$ cat config.mk
export PLATFORM = sky130hd
export DESIGN_NAME = mem_lsu
export DESIGN_NICKNAME = d
export VERILOG_FILES = /design/src/rtl/mem_lsu.sv
export SDC_FILE = /design/constraint.sdc
export NUM_CORES = 1
export LEC_CHECK = 0
export BUFFER_PORTS_ARGS = -buffer_cell sky130_fd_sc_hd__buf_2
export CAP_MARGIN = 25
export CORE_MARGIN = 2
export CORE_UTILIZATION = 56
export DETAILED_ROUTE_END_ITERATION = 8
export GPL_ROUTABILITY_DRIVEN = 0
export PLACE_DENSITY_LB_ADDON = 0.08
export RECOVER_POWER = 100
export SLEW_MARGIN = 10
export SYNTH_ARGS = -nofsm -noshare
export SYNTH_HDL_FRONTEND = slang
export SYNTH_SLANG_ARGS = --single-unit
export TNS_END_PERCENT = 50
$ cat constraint.sdc
create_clock -name clk_in -period 7.2 [get_ports clk_in]
set_input_delay 1.44 -clock clk_in [delete_from_list [all_inputs] [get_ports clk_in]]
set_output_delay 1.44 -clock clk_in [all_outputs]
set_load 0.005 [all_outputs]
$ cat src/rtl/mem_lsu.sv
// mem_lsu: byte-serial load/store unit sharing an 8-bit memory port with IF.
// A request of 2^size bytes is issued one byte per granted cycle to base+n
// (address wraps). Load bytes return the cycle after their grant and are
// assembled little-endian, then sign- or zero-extended to DATA_W.
// Ports:
//   clk_in, rst_in (async, active-low)
//   req_*  : request from the pipeline (valid/ready handshake, accepted in IDLE)
//   resp_* : one-cycle completion pulse with load data / error
//   mem_*  : byte-wide shared memory port (req/gnt, we, addr, wdata, rdata)
//   stall_out : pipeline stall while a request is being accepted or in flight
module mem_lsu #(
    parameter int unsigned DATA_W = 32,
    parameter int unsigned ADDR_W = 32
) (
    input  logic              clk_in,
    input  logic              rst_in,
    input  logic              req_valid_in,
    output logic              req_ready_out,
    input  logic              req_we_in,
    input  logic [1:0]        req_size_in,
    input  logic              req_signed_in,
    input  logic [ADDR_W-1:0] req_addr_in,
    input  logic [DATA_W-1:0] req_wdata_in,
    input  logic [4:0]        req_rd_in,
    output logic              resp_valid_out,
    output logic              resp_rde_out,
    output logic [4:0]        resp_rd_out,
    output logic [DATA_W-1:0] resp_data_out,
    output logic              resp_err_out,
    output logic              mem_req_out,
    input  logic              mem_gnt_in,
    output logic              mem_we_out,
    output logic [ADDR_W-1:0] mem_addr_out,
    output logic [7:0]        mem_wdata_out,
    input  logic [7:0]        mem_rdata_in,
    output logic              stall_out
);

    localparam int unsigned NBYTES = DATA_W / 8;
    localparam int unsigned SZ_MAX = $clog2(NBYTES);
    localparam int unsigned CNT_W  = 3;

    typedef enum logic [1:0] {
        IDLE = 2'd0,
        XFER = 2'd1,
        WAIT = 2'd2,
        DONE = 2'd3
    } state_e;

    state_e            state_q, state_d;
    logic [CNT_W-1:0]  cnt_q, cnt_d;
    logic              we_q, we_d;
    logic [1:0]        size_q, size_d;
    logic              signed_q, signed_d;
    logic [ADDR_W-1:0] addr_q, addr_d;
    logic [DATA_W-1:0] wdata_q, wdata_d;
    logic [4:0]        rd_q, rd_d;
    logic              err_q, err_d;
    logic [DATA_W-1:0] data_q, data_d;
    logic              pend_q, pend_d;
    logic [CNT_W-1:0]  lane_q, lane_d;

    logic              size_bad;
    logic              accept;
    logic              issue;
    logic              last_byte;
    int unsigned       ext_bits;
    logic [DATA_W-1:0] keep_mask;
    logic              sign_bit;
    logic [DATA_W-1:0] ext_data;

    // Compared one bit wider so the check stays meaningful when SZ_MAX is 3.
    assign size_bad  = {1'b0, req_size_in} > 3'(SZ_MAX);
    assign accept    = (state_q == IDLE) && req_valid_in;
    assign issue     = (state_q == XFER) && mem_gnt_in;
    assign last_byte = {1'b0, cnt_q} == ((4'd1 << size_q) - 4'd1);

    // State register
    always_ff @(posedge clk_in or negedge rst_in) begin
        if (!rst_in) begin
            state_q <= IDLE;
        end else begin
            state_q <= state_d;
        end
    end

    // Next-state logic
    always_comb begin
        state_d = state_q;
        case (state_q)
            IDLE: if (req_valid_in) state_d = size_bad ? DONE : XFER;
            XFER: if (mem_gnt_in && last_byte) state_d = we_q ? DONE : WAIT;
            WAIT: state_d = DONE;
            DONE: state_d = IDLE;
            default: state_d = IDLE;
        endcase
    end

    // Request latch, byte counter and load-byte capture
    always_comb begin
        cnt_d    = cnt_q;
        we_d     = we_q;
        size_d   = size_q;
        signed_d = signed_q;
        addr_d   = addr_q;
        wdata_d  = wdata_q;
        rd_d     = rd_q;
        err_d    = err_q;
        data_d   = data_q;
        pend_d   = 1'b0;
        lane_d   = lane_q;
        // Byte granted last cycle lands in its lane; lanes are written once
        // per access and the buffer is cleared on accept, so OR is enough.
        if (pend_q) begin
            data_d = data_q | (DATA_W'(mem_rdata_in) << {lane_q, 3'b000});
        end
        if (accept) begin
            cnt_d    = '0;
            we_d     = req_we_in;
            size_d   = req_size_in;
            signed_d = req_signed_in;
            addr_d   = req_addr_in;
            wdata_d  = req_wdata_in;
            rd_d     = req_rd_in;
            err_d    = size_bad;
            data_d   = '0;
        end
        if (issue) begin
            cnt_d = cnt_q + CNT_W'(1);
            if (!we_q) begin
                pend_d = 1'b1;
                lane_d = cnt_q;
            end
        end
    end

    // Datapath registers
    always_ff @(posedge clk_in or negedge rst_in) begin
        if (!rst_in) begin
            cnt_q    <= '0;
            we_q     <= 1'b0;
            size_q   <= '0;
            signed_q <= 1'b0;
            addr_q   <= '0;
            wdata_q  <= '0;
            rd_q     <= '0;
            err_q    <= 1'b0;
            data_q   <= '0;
            pend_q   <= 1'b0;
            lane_q   <= '0;
        end else begin
            cnt_q    <= cnt_d;
            we_q     <= we_d;
            size_q   <= size_d;
            signed_q <= signed_d;
            addr_q   <= addr_d;
            wdata_q  <= wdata_d;
            rd_q     <= rd_d;
            err_q    <= err_d;
            data_q   <= data_d;
            pend_q   <= pend_d;
            lane_q   <= lane_d;
        end
    end

    // Extend the assembled bytes from bit 8*2^size-1; a full-width access
    // shifts the mask out to zero, which wraps to all-ones after the -1.
    always_comb begin
        ext_bits  = 32'd8 << size_q;
        keep_mask = (DATA_W'(1) << ext_bits) - DATA_W'(1);
        sign_bit  = signed_q & (|(data_q & (DATA_W'(1) << (ext_bits - 32'd1))));
        ext_data  = (data_q & keep_mask) | (sign_bit ? ~keep_mask : '0);
    end

    // Output decode
    always_comb begin
        req_ready_out  = 1'b0;
        stall_out      = 1'b0;
        mem_req_out    = 1'b0;
        mem_we_out     = 1'b0;
        mem_addr_out   = '0;
        mem_wdata_out  = '0;
        resp_valid_out = 1'b0;
        resp_rde_out   = 1'b0;
        resp_rd_out    = '0;
        resp_data_out  = '0;
        resp_err_out   = 1'b0;
        case (state_q)
            IDLE: begin
                req_ready_out = 1'b1;
                // Reset must force stall low even while a request is presented.
                stall_out     = req_valid_in & rst_in;
            end
            XFER: begin
                stall_out     = 1'b1;
                mem_req_out   = 1'b1;
                mem_we_out    = we_q;
                mem_addr_out  = addr_q + ADDR_W'(cnt_q);
                mem_wdata_out = 8'(wdata_q >> {cnt_q, 3'b000});
            end
            WAIT: begin
                stall_out = 1'b1;
            end
            DONE: begin
                resp_valid_out = 1'b1;
                resp_rd_out    = rd_q;
                resp_rde_out   = !we_q && !err_q;
                resp_err_out   = err_q;
                resp_data_out  = (we_q || err_q) ? '0 : ext_data;
            end
            default: ;
        endcase
    end

endmodule

# Yosys cells after proc, flatten, opt, wreduce, memory -nomap -nowiden
# Cells that the tools add are included.
[classes]
addsub = 5
n_mul = 0
div_mod_pow = 0
magnitude_cmp = 1
n_eq_ne = 6
shift = 6
mux = 24
n_bitwise = 8
n_reduce_logical = 14
[op_table]
columns = ["cell", "n"]
rows = [
  ["$mux 32", 6],
  ["$and 32x32->32", 2],
  ["$or 32x32->32", 2],
  ["$shl 1x32->32 const A", 2],
  ["$add 32x3->32", 1],
  ["$not 32->32", 1],
  ["$reduce_or 32->1", 1],
  ["$shl 4x2->32 const A", 1],
  ["$shl 8x6->32", 1],
  ["$shr 32x6->8", 1],
  ["$sub 32x1->32 const B", 1],
  ["$sub 32x2->32 const B", 1],
  ["$mux 1", 9],
  ["$mux 8", 1],
  ["$pmux 2 s4", 1],
  ["$mux 2", 3],
  ["$mux 3", 2],
  ["$mux 5", 1],
  ["$eq 2x2->1 const B", 2],
  ["$eq 3x4->1", 1],
  ["$logic_and 1x1->1", 4],
  ["$reduce_and 2->1", 2],
  ["$reduce_bool 2->1", 2],
  ["$shl 1x2->4 const A", 1],
  ["other kinds (13)", 15],
]
[word_totals]
reg_bits = 115
latchBits = 0
ramBits = 0
romBits = 0
in_bits = 85
word_cells = 76
mem_count = 0

# Depth between registers and ports, before layout
# Gate-level depths: netlist of the first run.
[depth]
word_depth = 10
depth_mapped = 8
depth_no_buf = 7

# Worst setup path before layout of the first run
# OpenSTA, ideal clock, no wires.
[synth_path]
path_type = "input -> output"
startpoint = "input port req_valid_in"
endpoint = "output port stall_out"
arrival_ps = 2186
setup_slack_ps = 3574
path_stages = 5
cell_sequence = "and2_1 -> clkbuf_1 -> clkbuf_1 -> a21oi_1 -> nor2_1"
[synth_between]
elab_chain_cells = 2
[synth_lines]
columns = ["element", "line", "rtl"]
rows = [
  ["from (decl)", "17", "input logic req_valid_in,"],
  ["$and 1x1->1", "192", "stall_out = req_valid_in & rst_in;"],
  ["$pmux 1 s2", "188", "case (state_q)"],
  ["to (decl)", "36", "output logic stall_out"],
]
# Every way passes these cells.

# Worst setup path in the final report of the first run
# Ends and elaborated chain as after synthesis.

==> results.txt, run 1 <==
* Run status: finished, violations left
- The checks that failed: capacitance limit, slew limit.
- Maximum fanout count along the critical path: 49
- The clock drives about 120 sinks.
- Port Buffer Count: 168
- Fill cells in the final layout number just over 900.
- In this run the horizontal extent of the chip is 108 microns.
* Floorplan row count: 37
* Netlist Area Pre-Place: ~6000 sq um
* Number of instances in the synthesized netlist: just over 700
* WP buf/inv: 2
- All-Layer GR Usage: 28.69%
- Total vias in the final route: about 5.6k
- Peak clock frequency supported by timing: between 0.15 and 0.2 GHz
* Final slew viol count: 194
* Share of the synthesized area in the top cell type: about 48%
- The number of nets handed over by synthesis was around 820.
* Crit path largest cell delay: around 1800 ps
- Mean area per synthesized cell: approximately 8.4 sq um
- After synthesis, the largest family of logic cells by area is simple AND/OR/NAND/NOR gates.
* Leakage power of the design: about 3.7 nW
- Measured along the y axis, the die boundary spans roughly 110 microns.
- sky130_fd_sc_hd__nand2_1 is the most common cell in the netlist.
- For the worst setup path, the data required time is 5760 ps.
- GRT met1 Usage: 37.87%
* Via density per instance: 5.521
* Inserted Clock Buffers: 17
- The die covers roughly 12000 sq um.
- Dividing total power by cell area gives a power density of around 400 nW/um^2.
* Busiest grt layer: met2
- The first global-routing pass estimated about 26000 microns of wire.
* Unrepaired setup endpoints after global routing: false
- The total count of hold-check failures in the final report is 0.
- After synthesis, flip-flops and latches occupy 47.51% of the total area.
- By count the netlist is led by sky130_fd_sc_hd__nand2_1, sky130_fd_sc_hd__dfrtp_1, sky130_fd_sc_hd__a21oi_1.
- In the routed design, unresolved DRC markers number 0.
- In the final routed layout, each cell accounts on average for ~16 microns.
- For the final routed database, the setup TNS stands at 0 ps.
* Cell types with the largest area share after synthesis: sky130_fd_sc_hd__dfrtp_1, sky130_fd_sc_hd__nand2_1, sky130_fd_sc_hd__a21oi_1
- The setup path with the least slack is of type input pin to output port.
- The slowest stage of the critical path is the sky130_fd_sc_hd__and2_0 cell.
- Via count of the first global-routing pass: 5422
* Number of ports placed on the die boundary: between 150 and 200
* Share of the cycle needed by the critical path after routing: between 70% and 80%
- For this run, the post-layout net count is 968.
- Cell taking the most area after synthesis: sky130_fd_sc_hd__dfrtp_1
- The wire-length estimate of the detail-placed layout is ~11000 microns.
- Across the run, the number of max-cap violations was 4.
- The detailed router finished its first iteration with between 400 and 500 violations.
- Root Buffer Master: sky130_fd_sc_hd__clkbuf_8
- For the finished layout, the period the worst path requires is 5458 ps.
* Final core utilization: a little under three quarters
* Signal arrival time at the worst endpoint: 4020 ps
- The netlist uses 50 different library cells.
- Dominant delay contributor by cell family on the critical path: simple AND/OR/NAND/NOR gates
- STA classifies the critical path startpoint as an input pin.
- Endpoint type of the worst setup path: output port
- Compound-gate portion of the synthesized area: 12.06%
- Worst skew pair latency: around 520 ps
- The initial antenna violation count is 0.
- Global routing met2 resource utilization: around 46%
* Fraction of registers with async set or reset after synthesis: 100.0%
- CTS Hold Bufs: 0
* Cell-by-cell listing of the critical path: clkbuf_1 -> and2_0 -> a21oi_1 -> nor2_1 -> clkbuf_2
- Entering global routing, the biggest net connects 81 pins.
* Drt pass-1 iters: 5
- Resize count post-CTS: 0
- Final count of negative-setup-slack endpoints: 0
- Post-CTS setup buffer count: 0
- Mux cell area share after synthesis: ~4.4%
* Area fraction in and, or, nand and nor cells after synthesis: around 28%
- In this run the tightest slew margin relative to its limit is -104.1%.
- Number of register bits inferred by synthesis: approximately 120
- Clock H-tree levels: 4
- On the final layout, the worst clock skew is ~6.3 ps.
- In the final layout, the share of cells above drive strength 1 is ~17%.
- Class of the tightest hold or removal check: register to register
* Post-Synth XOR/XNOR Area: ~1.3%
- The floorplan step defined a core boundary enclosing around 10000 sq um.
- Number of synthesized flops with an enable pin: 0
* Highest ir drop seen on vdd: 0.2638 mV
- The clock passes through at most 2 buffers.
- Share of synthesized cell area in full adder, half adder and majority cells: under 10%
- For met3 alone, demand over resource in global routing was under 10%.
- Clock-pin transition on the worst setup and hold timing paths: approximately 50 ps
- TritonCTS built the clock tree.
- Warnings from Yosys: 0
- Total grt overflow: 0
- Slew at the pin closest to its max-slew limit: a little over 3000 ps
- Most frequently used flop master after synthesis: sky130_fd_sc_hd__dfrtp_1
* Total Routed Length: 15770 microns
* Area growth syn-to-layout: 22.56%
- The detail route stage leaves a number of antenna-violating nets equal to 0.
- The repair_antennas step left the layout with diodes totalling 0.
- Initial core utilization: approximately three fifths
flip-flops by register name (all words and copies together), names as in the netlist:
name,flops
addr_q,32
cnt_q,3
data_q,32
err_q,1
lane_q,3
pend_q,1
rd_q,5
signed_q,1
size_q,2
state_q,2
wdata_q,32
we_q,1
placed cells by master (no fill, tap or decap), drive strengths merged, types with 3 or more instances in the layout:
master / instances
xor2: 3
o31ai: 12
and3: 11
nand2b: 13
nor2: 44
clkinv: 3
inv: 30
nand4: 6
and2: 10
nor2b: 11
nor4: 6
mux2: 3
a21oi: 69
clkbuf: 97
mux2i: 5
xnor2: 6
o21a: 9
ha: 10
nand3: 15
dfrtp: 115
and4: 3
or3: 7
buf: 99
nand2: 228
mux4: 8
o21ai: 18
or4: 11
worst reg2reg max path: cells and delay by family (launching register included):
family / cells / cell delay (ps)
adder cells (fa/ha/maj): 1 / 320
buffers and inverters: 2 / 890
flip-flops: 1 / 400
AND/OR/NAND/NOR: 2 / 2110
AO/OA/AOI/OAI: 2 / 390
kinds of logic after synthesis:
group	after synthesis
adders and majority gates	11
DFF	115
and+or+nand+nor	373
muxes	16
AOI/OAI and AO/OA	124
xor gates and xnor gates	9
buffers and inverters	72
path summary, 6_finish.rpt:
path                         startpoint          end  slack (ps)  depth (start not counted)
max in group asynchronous        rst_in   data_q[28]        3060                          2
setup / recovery           req_valid_in    stall_out        1740                          5
setup reg to reg             state_q[0]   state_q[1]        3020                          7
min in group asynchronous        rst_in    addr_q[6]        1530                          1
hold reg to reg             wdata_q[16]  wdata_q[16]         470                          2
hold / removal              wdata_q[16]  wdata_q[16]         470                          2
cell type report:
| type | count | area, sq um | share of cell area (%) |
|---|---|---|---|
| clock buffers | 22 | 452.9 | 6.101 |
| clock inverters | 6 | 82.58 | 1.112 |
| inverters | 30 | 112.6 | 1.517 |
| multi-input cells | 533 | 2895 | 39.00 |
| flip-flops and latches | 115 | 2878 | 38.77 |
| well taps | 136 | 170.2 | 2.292 |
| repair buffers | 175 | 832.0 | 11.21 |
through the flow:
stage | instance area [sq um] | instances | setup WS, ps | total power [W] | hold slack (ps)
4_1_cts | 7486 | 1016 | 2347 | 0.002917 | 473.3
5_1_grt | 7423 | 1017 | 1423 | 0.003119 | 496.3
2_1_floorplan | 6057 | 720 | 3574 | 0.001778 | 438.0
3_5_place_dp | 6950 | 988 | 2901 | 0.002129 | 460.1
3_3_place_gp | 6939 | 987 | 3002 | 0.002077 | 451.5
6_report | 7423 | 1017 | 1742 | 0.002902 | 471.7
layer usage:
layer  vias up  share of wire, %
met5         -                 0
met4         0               2.1
met3        30               7.2
met2       224                48
met1      2648                43
li1       2713                 -
power by group:
part	internal (W)	total [W]	switching (W)
logic	0.000411	0.000986	0.000575
clock network	0.000500	0.000776	0.000276
registers	0.000896	0.00114	0.000245
Power figures use the tool's default switching activity.
==> inputs of run 2 (changes only) <==
- ABC_AREA: default -> 1
- CORE_UTILIZATION: 56 -> 54
- clock period: 7.2 -> 5.3 ns (I/O delays scaled with it)
==> run 2 against run 1 <==
  * The flow finishes with violations (DRC, capacitance limit, slew limit)
  * First-iteration DRC count grew 18%
  * Wire length up 6.8%
  * Worst setup slack worse by 790 ps
  * Combinational power is 64% higher
  * Critical path depth increased by 6
  * Flip-flop and latch count unchanged
==> results.txt, run 2 <==
- In this run the critical register-to-register path is captured at addr_q[19].
- Number of antenna cells inserted: 0 (unchanged)
- The most critical setup path has its startpoint at size_q[1].
- The synthesized area per cell is 6.902 sq um (-18%).
* Capturing element of the worst setup path: resp_data_out[31]
* Most common cell in the synthesized netlist: sky130_fd_sc_hd__nand2_1
* Root Buffer Master: sky130_fd_sc_hd__clkbuf_16
- The routed design could run at a clock period as short as ~4400 ps.
- The number of nets in the synthesized netlist is 1026 (+26%).
- Start of the worst register-to-register path: state_q[0]
- Avg WL per Cell: 13.55 microns (-13%)
- The leakage power summed over all cells was 4.180 nW (+14%).
- Sorting the synthesized cells by area gives the leading types as sky130_fd_sc_hd__dfrtp_1, sky130_fd_sc_hd__nand2_1, sky130_fd_sc_hd__nor2_1.
- The power spent charging and discharging nets is 0.001802 W (+65%).
* Most common cell after layout, fill and taps aside: sky130_fd_sc_hd__nand2_1
* Total grt overflow: 0 (unchanged)
* Worst skew pair latency: 420 ps (-100 ps)
- The number of instances on the worst hold path came to 2 (unchanged).
- Slew at the pin closest to its max-slew limit: 2664 ps (-397.1 ps)
- The via count was 6229 (+11%).
- TritonCTS built the clock tree.
- The flow ran to the end, but the final reports show violations.
- The number of buffers added for setup after CTS came to 0 (unchanged).
* Clock-pin transition on the worst setup and hold timing paths: 60 ps (about the same)
* Violations in the final reports: DRC, capacitance limit, slew limit
- Inserted Clock Buffers: 17 (unchanged)
- Most frequently used flop master after synthesis: sky130_fd_sc_hd__dfrtp_1
- The number of remaining DRC errors is 11 (+11).
- The sequential cell fraction of total power came to 36.2% (-3.1 points).
* Standard cell core area: 11520 sq um (+11%)
- The number of vias per cell after detailed routing was 5.011 (-9.2%).
- Via count of the first global-routing pass: 5722 (+5.5%)
* Setup TNS: 0 ps (unchanged)
- The maximum resistive drop on vdd is 0.3439 mV (+30%).
* Worst-case headroom to the max-slew limit: -77.60% (+26 points)
- The maximum buffer depth of the clock tree was 2 (unchanged).
- Unrepaired setup endpoints after global routing: false
- The maximum fanout along the worst path came to 12 (-76%).
- Count of fill cells added during filler insertion: 1113 (+20%)
* Global-route wire length before repair: 27710 microns (+6.3%)
- The sequential fraction of the synthesis area came to 44.83% (-2.7 points).
* Fraction of registers with async set or reset after synthesis: 100.0% (unchanged)
- The data arrival time of the worst path is 3290 ps (-730 ps).
- Commonest non-fill, non-tap cells in the layout: sky130_fd_sc_hd__nand2_1, sky130_fd_sc_hd__nor2_1, sky130_fd_sc_hd__dfrtp_1
- Register-to-register setup slack: 1660 ps (-1360 ps)
- The number of endpoints failing setup at the final stage was 0 (unchanged).
- The pin count of the biggest net entering global routing came to 78 (-3.7%).
* Start-to-end type of the worst setup path: register to output port
* DIE AREA: 12770 sq um (+9.5%)
* Sequential cell area in the final layout: 2878 sq um (unchanged)
- The number of violations of the max-capacitance limit was 1 (-3).
* Cell Pwr Density: 553.3 nW/um^2 (+42%)
- Total half-perimeter wirelength after legalization and detailed placement: 11870 microns (+10%)
* Clock network fraction of total power: 26.1% (-0.6 points)
- In this run the most critical hold path is launched from addr_q[0].
- Final slew viol count: 63 (-68%)
- Biggest registers after layout: addr_q (32), data_q (32), wdata_q (32)
* Internal Pwr Total: 0.002495 W (+38%)
* Endpoint type of the worst setup path: output port
- Of the available clock period, the critical path in the final layout requires ~82%.
- Netlist Area Pre-Place: 6419 sq um (+6.0%)
* Warnings from Yosys: 0 (unchanged)
- Drt pass-1 iters: 7 (+2)
- The total count of hold-check failures in the final report came to 0 (unchanged).
- The final cell utilization of the core was 67.44% (-3.8 points).
- Area growth syn-to-layout: 20.99%
- Ranked by instance count, the synthesized netlist is headed by sky130_fd_sc_hd__nand2_1, sky130_fd_sc_hd__nor2_1, sky130_fd_sc_hd__dfrtp_1.
- The area occupied by multi-input gates was 2990 sq um (+3.3%).
- Clock H-tree levels: 4 (unchanged)
* CTS Hold Bufs: 0 (unchanged)
* Crit start category: register
* Antenna violations before repair: 1 (+1)
* Share of final-layout standard cells stronger than drive strength 1: 17.27% (+0.020 points)
* Number of register bits inferred by synthesis: 115 (unchanged)
* Number of ports placed on the die boundary: 169 (unchanged)
- The total detailed-routing wirelength is 16840 microns (+6.8%).
- The number of DRC markers after the initial detailed-route iteration is 513 (+18%).
- The starting density of the core is 55.74% (-2.4 points).
- Class of the tightest hold or removal check: register to register
* Final ANT Viol Nets: 0 (unchanged)
- Die X: 113.0 microns (+4.7%)
- Final clock skew: 14.45 ps (+8.159 ps)
* Peak clock frequency supported by timing: approximately 0.23 GHz
* Number of synthesized flops with an enable pin: 0 (unchanged)
- The overall routing resource usage is 27.24% (-1.5 points).
* Worst-case reg-to-reg path depth: 6 (-1)
- Die Y: 113.0 microns (+4.7%)
- The required time of the critical path was 4240 ps (-1520 ps).
- The worst slack at placement came to 1985 ps (-916.7 ps).
- Count of different cell masters after synthesis: 29 (-42%)
* Resize count post-CTS: 0 (unchanged)
* Sw Ratio: 41.93% (+4.2 points)
- Number of instances in the synthesized netlist: 930 (+29%)
- The portion of synthesized cell area occupied by the leading cell type came to 44.83% (-2.7 points).
- Summed over all instances, the cell type with the most area after synthesis is sky130_fd_sc_hd__dfrtp_1.
- The number of port buffers came to 168 (unchanged).
- The clock net sink count is 115 (unchanged).
- The combinational cell fraction of total power came to 37.6% (+3.6 points).
- The number of placement rows is 39 (+5.4%).
- Nets@finish: 1183 (+22%)
- The setup slack after layout was 949.7 ps (-792.4 ps).
## run 2: changes by cell type in the layout (fill, tap and decap cells not counted), moves of 14 or more
cell	change
sky130_fd_sc_hd__clkbuf_2	+14
sky130_fd_sc_hd__clkbuf_1	-27
sky130_fd_sc_hd__nand2_1	+120
sky130_fd_sc_hd__o21ai_0	+26
sky130_fd_sc_hd__inv_1	+51
sky130_fd_sc_hd__nor2_1	+129
## run 2: through the flow
stage | cell area, sq um | cells | total power (W) | hold WS [ps]
after floorplan | 6419 | 930 | 0.002657 | 443.6
after global placement | 7310 | 1211 | 0.003164 | 462.0
after detailed placement | 7310 | 1211 | 0.003190 | 460.3
after CTS | 7893 | 1243 | 0.004339 | 476.8
after global routing | 7766 | 1243 | 0.004664 | 489.5
final | 7766 | 1243 | 0.004297 | 479.3
## run 2: cell families after synthesis
logic type,count (synthesis),share of synthesized area (%)
and+or+nand+nor,569,36.04
buffers and inverters,119,7.544
DFF,115,44.83
AOI/OAI and AO/OA,114,9.045
adders and majority gates,11,2.261
xor gates and xnor gates,2,0.2730
## run 2: worst min-delay path by stage
stage | to | slack [ps]
6_report | addr_q[0] | 480
5_1_grt | wdata_q[15] | 490
3_3_place_gp | wdata_q[15] | 460
4_1_cts | wdata_q[15] | 480
3_5_place_dp | wdata_q[15] | 460
2_1_floorplan | wdata_q[10] | 440
## run 2: power groups by stage
stage	sequential [W]	clock, W	combinational, W
after detailed placement	0.00156	0	0.00163
after CTS	0.00155	0.00113	0.00165
after global routing	0.00161	0.00118	0.00188
final	0.00156	0.00112	0.00162
after floorplan	0.00144	0	0.00122
after global placement	0.00156	0	0.00161
## run 2: layer usage
metal / share of wire [%] / global-route usage, % / wire [microns] / vias up
li1: - / - / - / 3180
met1: 47 / 39.82 / 7986 / 2814
met2: 44 / 40.28 / 7465 / 216
met3: 7.2 / 7.552 / 1214 / 17
met4: 0.97 / 7.236 / 163 / 2
met5: 0.077 / 0 / 13 / -
## run 2: worst max-delay path: stages, from the launching register on
cell and delay (ps):
sky130_fd_sc_hd__dfrtp_1 420, sky130_fd_sc_hd__nor2_1 750, sky130_fd_sc_hd__inv_1 200, sky130_fd_sc_hd__ha_1 340
sky130_fd_sc_hd__inv_1 40, sky130_fd_sc_hd__nand2_1 40, sky130_fd_sc_hd__a21oi_1 50, sky130_fd_sc_hd__o21ai_0 460
sky130_fd_sc_hd__nand2_1 110, sky130_fd_sc_hd__nand2_1 240, sky130_fd_sc_hd__nor2_1 100, sky130_fd_sc_hd__clkbuf_1 130
## run 2: final cells by class
cell class,instances,area share (%)
well taps,143,2.304
inverters,85,4.124
repair buffers,172,10.50
multi-input cells,696,38.50
clock buffers,17,5.478
flip-flops and latches,115,37.05
clock inverters,15,2.030
==> inputs of run 3 (changes only) <==
- ABC_AREA: 1 -> 0
- CORE_UTILIZATION: 54 -> 48
- clock period: 5.3 -> 3.94 ns (I/O delays scaled with it)
==> run 3 against run 2 <==
  * The flow finishes with violations (capacitance limit, slew limit)
  * Via count down 10%
  * Clock power up 18%
  * Critical endpoint is now mem_addr_out[25]
  * Cell count decreased by 15%
  * Total power increased by 21%
  * Largest power group is now sequential cells
  * Count of clock-buffer cells in the layout is 7 higher
  * Clock skew is 3.3 ps lower
  * Non-clock buffer count is 8 higher
  * Combinational power increased by 14%
  * Die area up 5.9%
  * Sequential share of layout area up 1.5 points
  * Wire length fell by 4.7%
  * First-iteration DRC count decreased by 6.6%
==> results.txt, run 3 (synthesized netlist as in run 1, its figures left out) <==
- The overall routing resource usage was 24.50% (-2.7 points).
- Clock H-tree levels: 4 (unchanged)
- Busiest grt layer: met2
- Share of the cycle needed by the critical path after routing: about 93%
- TritonCTS built the clock tree.
* Data required time at the worst endpoint: 3150 ps (-1090 ps)
* Clock-pin transition on the worst setup and hold timing paths: 50 ps (about the same)
- Post-CTS setup buffer count: 0 (unchanged)
- The run finished, with violations left.
* DRC marker count from the first detailed-route iteration: 479 (-6.6%)
- The share of post-route cells with drive strength above 1 came to 17.79% (+0.52 points).
- Area growth syn-to-layout: 23.24%
- The global-route wire length before repair is 25920 microns (-6.5%).
* Number of antenna cells inserted: 0 (unchanged)
- Floorplan row count: 41 (+5.1%)
- Slew at the pin closest to its max-slew limit: 1654 ps (-1010 ps)
- Biggest registers after layout: addr_q (32), data_q (32), wdata_q (32)
* Final ANT Viol Nets: 0 (unchanged)
- Based on the critical path, the design can be clocked at up to between 0.2 and 0.3 GHz.
* Worst setup slack before clock tree synthesis: 749.6 ps (-1235 ps)
- The via count of the first global-routing pass is 5338 (-6.7%).
- The maximum buffer depth of the clock tree is 2 (unchanged).
- The worst slew margin relative to its limit came to -10.51% (+67 points).
- Standard cell core area: 12470 sq um (+8.2%)
- Register-to-register setup slack: 770 ps (-890 ps)
- The number of fill cells in the layout is 1206 (+8.4%).
* Placed Cells: 1029 (-15%)
* Maximum fanout count along the critical path: 21 (+9)
- The initial antenna violation count is 0 (-1).
- The via count is 5598 (-10%).
- Class of the tightest hold or removal check: register to register
- Sequential cell area in the final layout: 2878 sq um (unchanged)
- The clock latency of the later-clocked register in the worst-skew pair came to 410 ps (about the same).
* Worst-case setup margin in the final layout: 295.5 ps (-654.2 ps)
- Sinks on the clock net: 115 (unchanged)
* Signal arrival time at the worst endpoint: 2860 ps (-430 ps)
* Hold violation count in the final report: 0 (unchanged)
* CTS Hold Bufs: 0 (unchanged)
- Min cycle time layout: around 3600 ps
- Start point of the worst hold path: rd_q[4]
* Unrepaired setup endpoints after global routing: false
* Resize count post-CTS: 0 (unchanged)
* Worst-case reg-to-reg path depth: 8 (+2)
- The starting density of the core was 48.59% (-7.1 points).
- The total congestion overflow came to 0 (unchanged).
* Endpoint type of the worst setup path: output port
* Inserted Clock Buffers: 17 (unchanged)
- The total number of nets in the final design is 973 (-18%).
- The detailed placer's ending HPWL came to 11140 microns (-6.1%).
* Max-capacitance violation count: 5 (+4)
* Port Buffer Count: 168 (unchanged)
- In this run the clock root is driven by a sky130_fd_sc_hd__clkbuf_16.
- Remaining DRCs: 0 (-11)
* Final clock skew: 11.12 ps (-3.338 ps)
- Die Y: 116.3 microns (+2.9%)
* Maximum number of pins on one net before global-route repair: 114 (+46%)
- Leaving out fill and tap cells, the most frequent cell in the layout is sky130_fd_sc_hd__nand2_1.
* Total Routed Length: 16050 microns (-4.7%)
- The maximum resistive drop on vdd came to 0.2941 mV (-14%).
- Reg-to-reg critical path endpoint: state_q[1]
- Met3 Resource Use GR: 6.694% (-0.86 points)
- The leakage power summed over all cells came to 3.675 nW (-12%).
- The worst setup path is launched from a register.
- Capture endpoint of the worst hold path: rd_q[4]
* Die X: 116.3 microns (+2.9%)
* Combined area of the multi-input logic cells: 2893 sq um (-3.3%)
* GRT met1 Usage: 32.11% (-7.7 points)
- The final reports fail on capacitance limit, slew limit.
- The number of pins with negative max-slew slack in the final report is 202 (+220%).
- The number of search-and-repair iterations in the first detailed-routing pass was 4 (-3).
- Start of the worst register-to-register path: state_q[0]
- Setup TNS: 0 ps (unchanged)
* Startpoint of the most critical setup path: cnt_q[2]
* Global routing met2 resource utilization: 39.73% (-0.55 points)
* Cell Pwr Density: 699.2 nW/um^2 (+26%)
* DIE AREA: 13530 sq um (+5.9%)
* Worst hold path stage count: 2 (unchanged)
- The boundary pin count was 169 (unchanged).
- The number of endpoints failing setup at the final stage was 0 (unchanged).
- Avg WL per Cell: 15.14 microns (+12%)
- Start-to-end type of the worst setup path: register to output port
- Via density per instance: 5.281 (+5.4%)
* Commonest non-fill, non-tap cells in the layout: sky130_fd_sc_hd__nand2_1, sky130_fd_sc_hd__dfrtp_1, sky130_fd_sc_hd__buf_2
- Post-layout instance count excluding filler cells: 1060 (-15%)
* Overall power: 0.005219 W (+21%)
-- run 3: where the power goes --
part	switching, W	internal (W)	total (W)	leakage, nW
Sequential	0.000410	0.00164	0.00205	1.48
Combinational	0.00109	0.000758	0.00185	1.94
Clock	0.000503	0.000821	0.00132	0.249
Total	0.00200	0.00322	0.00522	3.67
-- run 3: layout make-up --
type / instances / area share (%)
Multi-Input combinational cell: 533 / 38.75
Clock buffer: 24 / 6.319
Inverter: 30 / 1.509
Clock inverter: 6 / 0.4358
Tap cell: 172 / 2.883
Sequential cell: 115 / 38.55
Timing Repair Buffer: 180 / 11.55
-- run 3: routing by layer --
layer  wire, microns  vias up
met2            7727      168
met1            7094     2682
met3             985       21
met4             237        0
met5               0        -
li1                -     2727
-- run 3: worst max-delay path, cell delays in order, from the launching register on --
cell                       delay (ps)
sky130_fd_sc_hd__dfrtp_1          480
sky130_fd_sc_hd__ha_1             410
sky130_fd_sc_hd__a21oi_1          140
sky130_fd_sc_hd__a211o_1          540
sky130_fd_sc_hd__or4_1            540
sky130_fd_sc_hd__a21oi_1          190
sky130_fd_sc_hd__clkbuf_1         130
-- run 3: worst max-delay path by stage --
stage	slack, ps	endpoint	depth (start not counted)
after floorplan	1150	resp_data_out[17]	6
after global placement	850	mem_addr_out[25]	6
after detailed placement	750	mem_addr_out[25]	6
after CTS	300	mem_addr_out[25]	6
after global routing	60	resp_data_out[15]	7
final	300	mem_addr_out[25]	6
-- run 3: per-stage QoR --
| stage | utilization, % | hold slack [ps] | area (sq um) |
|---|---|---|---|
| final | 59.88 | 472.5 | 7465 |
| after global routing | 59.88 | 495.4 | 7465 |
| after CTS | 60.46 | 297.1 | 7537 |
| after detailed placement | 56.42 | 459.5 | 7033 |
| after global placement | 56.33 | 453.1 | 7022 |
| after floorplan | - | 438.0 | 6057 |
